--- config.mk ---
export PLATFORM = sky130hd
export DESIGN_NAME = pseudo_spi_capture
export DESIGN_NICKNAME = d
export VERILOG_FILES = /design/src/rtl/pseudo_spi_capture.sv
export SDC_FILE = /design/constraint.sdc
export NUM_CORES = 1
export LEC_CHECK = 0
export CAP_MARGIN = 15
export CORE_ASPECT_RATIO = 1.1
export CORE_MARGIN = 4
export CORE_UTILIZATION = 40
export CTS_CLUSTER_DIAMETER = 150
export CTS_CLUSTER_SIZE = 30
export DETAILED_ROUTE_END_ITERATION = 10
export PLACE_DENSITY = 0.67
export REMOVE_ABC_BUFFERS = 1
export SLEW_MARGIN = 20
export SYNTH_ARGS = -nofsm -noshare
export SYNTH_HDL_FRONTEND = slang
export SYNTH_SLANG_ARGS = --single-unit
--- constraint.sdc ---
create_clock -name CLK -period 2.14 [get_ports CLK]
set_input_delay 0.321 -clock CLK [delete_from_list [all_inputs] [get_ports CLK]]
set_output_delay 0.321 -clock CLK [all_outputs]
set_load 0.005 [all_outputs]
--- src/rtl/pseudo_spi_capture.sv ---
// Scan-chain readback engine: parallel-captures a scan chain, shifts it out with
// two-phase non-overlapping clocks and stores the bytes at descending SRAM addresses.
module pseudo_spi_capture #(
  parameter int MEMORY_DATA_WIDTH = 8,
  parameter int MEMORY_ADDR_WIDTH = 9,
  parameter int RESERVED_DATA_LEN = 8
) (
  input  logic                         CLK,
  input  logic                         rst_n,
  input  logic                         BGN,
  input  logic [MEMORY_ADDR_WIDTH-1:0] ADDR_BGN,
  input  logic [RESERVED_DATA_LEN-1:0] DATA_LEN,
  input  logic [7:0]                   FREQ_DIV,
  input  logic                         SPI_SI,
  output logic                         SCLK1,
  output logic                         SCLK2,
  output logic                         SEL,
  output logic                         CEN,
  output logic                         D_WE,
  output logic [MEMORY_ADDR_WIDTH-1:0] A,
  output logic [MEMORY_DATA_WIDTH-1:0] PO,
  output logic                         spi_is_done
);

  localparam int DW = MEMORY_DATA_WIDTH;
  localparam int AW = MEMORY_ADDR_WIDTH;
  localparam int RL = RESERVED_DATA_LEN;
  localparam int BW = (DW > 1) ? $clog2(DW) : 1;
  localparam logic [BW-1:0] LAST_BIT = BW'(DW - 1);

  typedef enum logic [2:0] {
    ST_IDLE,
    ST_CAPT,
    ST_SHIFT,
    ST_WRITE,
    ST_DONE
  } state_t;

  state_t          r_state;
  state_t          w_state_next;

  logic [AW-1:0]   r_addr;
  logic [RL-1:0]   r_cnt;
  logic [7:0]      r_div_cfg;
  logic [7:0]      r_div;
  logic [1:0]      r_phase;
  logic [BW-1:0]   r_bit;
  logic [DW-1:0]   r_sr;

  logic            r_sclk1;
  logic            r_sclk2;
  logic            r_sel;
  logic            r_cen;
  logic            r_dwe;
  logic [AW-1:0]   r_a;
  logic [DW-1:0]   r_po;
  logic            r_done;

  logic            w_clocking;
  logic            w_phase_end;
  logic            w_step_end;
  logic            w_sample;
  logic            w_sclk1_next;
  logic            w_sclk2_next;
  logic            w_sel_next;
  logic            w_wr_next;
  logic            w_done_next;
  logic            w_start;

  // ---------------------------------------------------------------------------
  // Next-state and registered-output decode
  // ---------------------------------------------------------------------------
  always_comb begin
    w_state_next = r_state;
    w_clocking   = 1'b0;
    w_phase_end  = 1'b0;
    w_step_end   = 1'b0;
    w_sample     = 1'b0;
    w_sclk1_next = 1'b0;
    w_sclk2_next = 1'b0;
    w_sel_next   = 1'b0;
    w_wr_next    = 1'b0;
    w_done_next  = 1'b0;
    w_start      = 1'b0;

    w_clocking  = (r_state == ST_CAPT) || (r_state == ST_SHIFT);
    w_phase_end = (r_div == r_div_cfg);
    w_step_end  = w_phase_end && (r_phase == 2'd3);

    case (r_state)
      ST_IDLE: begin
        if (BGN) begin
          w_state_next = ST_CAPT;
          w_start      = 1'b1;
        end
      end
      ST_CAPT: begin
        if (!BGN) begin
          w_state_next = ST_IDLE;
        end else if (w_step_end) begin
          w_state_next = ST_SHIFT;
        end
      end
      ST_SHIFT: begin
        if (!BGN) begin
          w_state_next = ST_IDLE;
        end else if (w_step_end && (r_bit == LAST_BIT)) begin
          w_state_next = ST_WRITE;
        end
      end
      ST_WRITE: begin
        if (!BGN) begin
          w_state_next = ST_IDLE;
        end else if (r_cnt == '0) begin
          w_state_next = ST_DONE;
        end else begin
          w_state_next = ST_SHIFT;
        end
      end
      ST_DONE: begin
        if (!BGN) begin
          w_state_next = ST_IDLE;
        end
      end
      default: begin
        w_state_next = ST_IDLE;
      end
    endcase

    // Outputs are registered one cycle behind the state; gating with BGN makes
    // an abort drop the clocks, SEL and the write strobe on the same edge.
    w_sclk1_next = w_clocking && BGN && (r_phase == 2'd0);
    w_sclk2_next = w_clocking && BGN && (r_phase == 2'd2);
    w_sel_next   = (r_state == ST_CAPT) && BGN;
    w_wr_next    = (r_state == ST_WRITE) && BGN;
    w_done_next  = (r_state == ST_DONE) && BGN;
    w_sample     = (r_state == ST_SHIFT) && BGN && (r_phase == 2'd0) && (r_div == 8'd0);
  end

  // ---------------------------------------------------------------------------
  // State register
  // ---------------------------------------------------------------------------
  always_ff @(posedge CLK or negedge rst_n) begin
    if (!rst_n) begin
      r_state <= ST_IDLE;
    end else begin
      r_state <= w_state_next;
    end
  end

  // ---------------------------------------------------------------------------
  // Configuration latch, phase/bit timing, deserialiser, byte/address counters
  // ---------------------------------------------------------------------------
  always_ff @(posedge CLK or negedge rst_n) begin
    if (!rst_n) begin
      r_addr    <= '0;
      r_cnt     <= '0;
      r_div_cfg <= '0;
      r_div     <= '0;
      r_phase   <= '0;
      r_bit     <= '0;
      r_sr      <= '0;
    end else begin
      if (w_start) begin
        r_addr    <= ADDR_BGN;
        r_cnt     <= DATA_LEN;
        r_div_cfg <= FREQ_DIV;
        r_div     <= '0;
        r_phase   <= '0;
        r_bit     <= '0;
      end else if (w_clocking) begin
        if (w_phase_end) begin
          r_div   <= '0;
          r_phase <= r_phase + 2'd1;
          if ((r_state == ST_SHIFT) && (r_phase == 2'd3)) begin
            r_bit <= r_bit + BW'(1);
          end
        end else begin
          r_div <= r_div + 8'd1;
        end
      end

      // SO is stable during the first cycle of a step: the previous SCLK2
      // pulse has finished and this step's SCLK1 has not yet risen.
      if (w_sample) begin
        r_sr <= {SPI_SI, r_sr[DW-1:1]};
      end

      if ((r_state == ST_WRITE) && BGN && (r_cnt != '0)) begin
        r_addr <= r_addr - AW'(1);
        r_cnt  <= r_cnt - RL'(1);
      end
    end
  end

  // ---------------------------------------------------------------------------
  // Registered chain and SRAM interface
  // ---------------------------------------------------------------------------
  always_ff @(posedge CLK or negedge rst_n) begin
    if (!rst_n) begin
      r_sclk1 <= 1'b0;
      r_sclk2 <= 1'b0;
      r_sel   <= 1'b0;
      r_cen   <= 1'b1;
      r_dwe   <= 1'b0;
      r_a     <= '0;
      r_po    <= '0;
      r_done  <= 1'b0;
    end else begin
      r_sclk1 <= w_sclk1_next;
      r_sclk2 <= w_sclk2_next;
      r_sel   <= w_sel_next;
      r_cen   <= ~w_wr_next;
      r_dwe   <= w_wr_next;
      r_done  <= w_done_next;
      if (w_wr_next) begin
        r_a  <= r_addr;
        r_po <= r_sr;
      end
    end
  end

  assign SCLK1       = r_sclk1;
  assign SCLK2       = r_sclk2;
  assign SEL         = r_sel;
  assign CEN         = r_cen;
  assign D_WE        = r_dwe;
  assign A           = r_a;
  assign PO          = r_po;
  assign spi_is_done = r_done;

endmodule

==> impl_metrics.tcl, run 1 <==
set metrics [dict create \
    dr_total_vias 2763 \
    total_power_uw 3670 \
    clock_latency_ns 0.37 \
    multi_input_area_um2 1540 \
    critPathBufInv 2 \
    cts_num_sinks 72 \
    gp_congestion 0.897 \
    ys_seq_area_share_pct 52.2 \
    final_cell_mix "nand2_1 (82), dfrtp_1 (71), clkdlybuf4s50_1 (50)" \
    post-cts-setup-buffers 0 \
    maxClockFrequency_mhz 510 \
    crit_type "reg -> reg" \
    ant_nets 0 \
    yosysWarnings 0 \
    setup_tns_ns 0 \
    finalCritPeriodShare_pct 91.6 \
    num_rows 35 \
    firstDrtPassIters 4 \
    path_delay_family "simple AND/OR/NAND/NOR gates" \
    rsz0062_at_grt "no" \
    design.portCount 52 \
    tightest_slew_ns 0.556 \
    grt_pass1_wl_um 13700 \
    vias_per_cell 5.21 \
    grt_max_degree 73 \
    r2r_end "r_addr[0]$_DFFE_PN0P_" \
    grt.total_usage_pct 16.6 \
    wl_um 8010 \
    synth-seq-cells 72 \
    drive_gt1_share_pct 15.0 \
    hold_end "PO[5]$_DFFE_PN0N_" \
    r2r_cells 7 \
    avgSynthCellArea_um2 10.2 \
    post-route-drc-count 0 \
    htreeDepth 3 \
    core-area_um2 8410 \
    seq_area_um2 1800 \
    synthCells 340 \
    dp_hpwl_um 5670 \
    dpl_worst_slack_ns 0.0383 \
    cts_buffers 9 \
    status "finished, final reports clean" \
    whs_path_depth 2 \
    layoutNonFillerInstCount 530 \
    power.leakage_uw 0.00212 \
    crit_chain "inv_1 > ha_1 > or4b_4 > o21ai_4 > buf_4 > nor2_1 > a221o_1" \
    setup_viol 0 \
    post_drt_wl_per_cell_um 15.1 \
    intPower_uw 2610 \
    arrival_ns 2.21 \
    ys_types 56 \
    worstPathRequired_ns 2.39 \
    final_nets 452 \
    p_clk_share_pct 37.2 \
    die_x_um 96.6 \
    end_kind "flop" \
    ir_drop_mv 0.603 \
    layout_commonest_cell "nand2_1" \
    die_area_um2 10200 \
    swShare_pct 28.9 \
    cap_violations 0 \
    synthesis.area_um2 3450 \
    drtIter0Drc 149 \
    antenna_found_initial 0 \
    first_global_vias 2852 \
    fin_ws_ns 0.180 \
    r2r_slack_ns 0.18 \
    drv_slew 0 \
    r2r_start "r_cnt[1]$_DFFE_PN0P_" \
    grt_overflow 0 \
    synth_ff_type "dfrtp_1" \
    cellPowerDensity_nw_per_um2 815 \
    cts-root-buf "clkbuf_8" \
    ctsLongestPathBuffers 2 \
    power_frac_comb_pct 18.0 \
    worst_hold_path_type "reg -> reg" \
    p_switching_uw 1060 \
    clock_skew_ns 0.00872 \
    path_max_fanout 8 \
    start_util_pct 41.1 \
    slew_headroom_pct 62.8 \
    cts_tree "yes" \
    nFillCells 757 \
    path_clk_slew_ns 0.09 \
    synthArstFlopShare_pct 100 \
    slowest_stage "or4b_4" \
    slowest_delay_ns 0.49 \
    final.min_clock_period_ns 1.96 \
    start_kind "flop" \
    numPortBuffers 51 \
    final-hold-violation-count 0 \
    areaGrowthSynthToFinish_pct 30.4 \
    synth_edf_count 0 \
    dp_cells 513 \
    hp-start "PO[5]$_DFFE_PN0N_" \
    die_h_um 105 \
    num_antenna_cells 0 \
    seq_power_share_pct 44.8 \
]
==> area by class of cell <==
class                   instances  area share [%]
flip-flops and latches         72            40.0
multi-input cells             239            34.2
clock buffers                   9            2.75
inverters                      15            1.25
clock inverters                 7            2.83
well taps                     111            3.08
repair buffers                 77            15.9
==> kinds of logic after synthesis <==
family	count (synthesis)	share of synthesized area, %
AOI/OAI and AO/OA	52	11.6
xor gates and xnor gates	15	3.80
adders and majority gates	9	3.26
buffers and inverters	29	3.62
DFF	72	52.2
muxes	13	4.09
and+or+nand+nor	150	21.5
==> synthesized netlist by cell type, drive strengths merged, types with 5 or more instances <==
cell    instances  area share [%]
nand2          82             8.9
dfrtp          71              51
nor2           16             1.7
inv            15             1.6
a21oi          11             1.7
xor2           11             2.8
ha              9             3.3
mux2            9             2.9
nor3            9             1.4
buf             7             1.2
clkbuf          7            0.76
nor4            7             2.1
nand3           6            0.87
o21ai           6            0.98
a221o           5             1.4
a311oi          5             1.3
nand4           5            0.91
or3             5            0.91
==> worst min-delay path: stages (launching register included) <==
cell and delay [ns]:
dfrtp_1 0.35, nand2_1 0.05, nand2_1 0.05
==> worst max path at each step <==
| stage | from | end | slack [ns] | cells past startpoint |
|---|---|---|---|---|
| 2_1_floorplan | r_state[0]$_DFFE_PN0P_ | r_addr[8]$_DFFE_PN0P_ | -0.27 | 5 |
| 4_1_cts | r_cnt[1]$_DFFE_PN0P_ | r_addr[0]$_DFFE_PN0P_ | 0.11 | 7 |
| 5_1_grt | r_cnt[0]$_DFFE_PN0P_ | r_addr[5]$_DFFE_PN0P_ | 0.06 | 9 |
| 6_report | r_cnt[1]$_DFFE_PN0P_ | r_addr[0]$_DFFE_PN0P_ | 0.18 | 7 |
| 3_3_place_gp | BGN | r_addr[8]$_DFFE_PN0P_ | 0.07 | 6 |
| 3_5_place_dp | BGN | r_addr[8]$_DFFE_PN0P_ | 0.04 | 6 |
==> flip-flops by register name, indices dropped and copies added, names as in the netlist, 2 cells and up <==
register,flops
r_bit,3
r_cnt,8
A,9
r_sr,8
r_div_cfg,8
r_div,8
r_phase,2
r_addr,9
r_state,3
PO,8
==> what timing repair did <==
| item | CTS | global route |
|---|---|---|
| hold buffers | 1 | 0 |
| gates resized for setup | 0 | 2 |
| setup endpoints to repair | 0 | 2 |
| endpoints found under the hold margin | 71 | 0 |
==> power groups by stage <==
stage	registers (µW)	clock network [µW]	logic [µW]
final	1640	1370	662
after CTS	1640	1400	667
after detailed placement	1670	0	660
after global placement	1670	0	639
after global routing	1670	1460	746
after floorplan	1640	0	393
==> layer usage <==
| metal | up-vias | share of wire, % | GRT usage, % |
|---|---|---|---|
| li1 | 1349 | - | - |
| met1 | 1327 | 46 | 21.4 |
| met2 | 70 | 47 | 26.3 |
| met3 | 17 | 5.1 | 3.97 |
| met4 | 0 | 2.0 | 7.42 |
| met5 | - | 0 | 0 |
==> stage by stage <==
stage          utilization (%)  cell area [µm²]  hold WS, ns
2_1_floorplan                -             3390       0.0254
3_3_place_gp              50.3             4230        0.380
3_5_place_dp              50.3             4230        0.380
4_1_cts                   53.4             4490        0.478
5_1_grt                   53.6             4510        0.497
6_report                  53.6             4510        0.479
Note: power is estimated with default switching activity, not from simulation.
==> inputs of run 2 (changes only) <==
--- a/config.mk
+++ b/config.mk
@@ -5,7 +5,7 @@
 export SDC_FILE = /design/constraint.sdc
 export NUM_CORES = 1
 export LEC_CHECK = 0
-export CAP_MARGIN = 15
+export CAP_MARGIN = 10
 export CORE_ASPECT_RATIO = 1.1
 export CORE_MARGIN = 4
 export CORE_UTILIZATION = 40
==> results of run 2 <==
The final DEF is identical to that of run 1; final timing and power are the same.
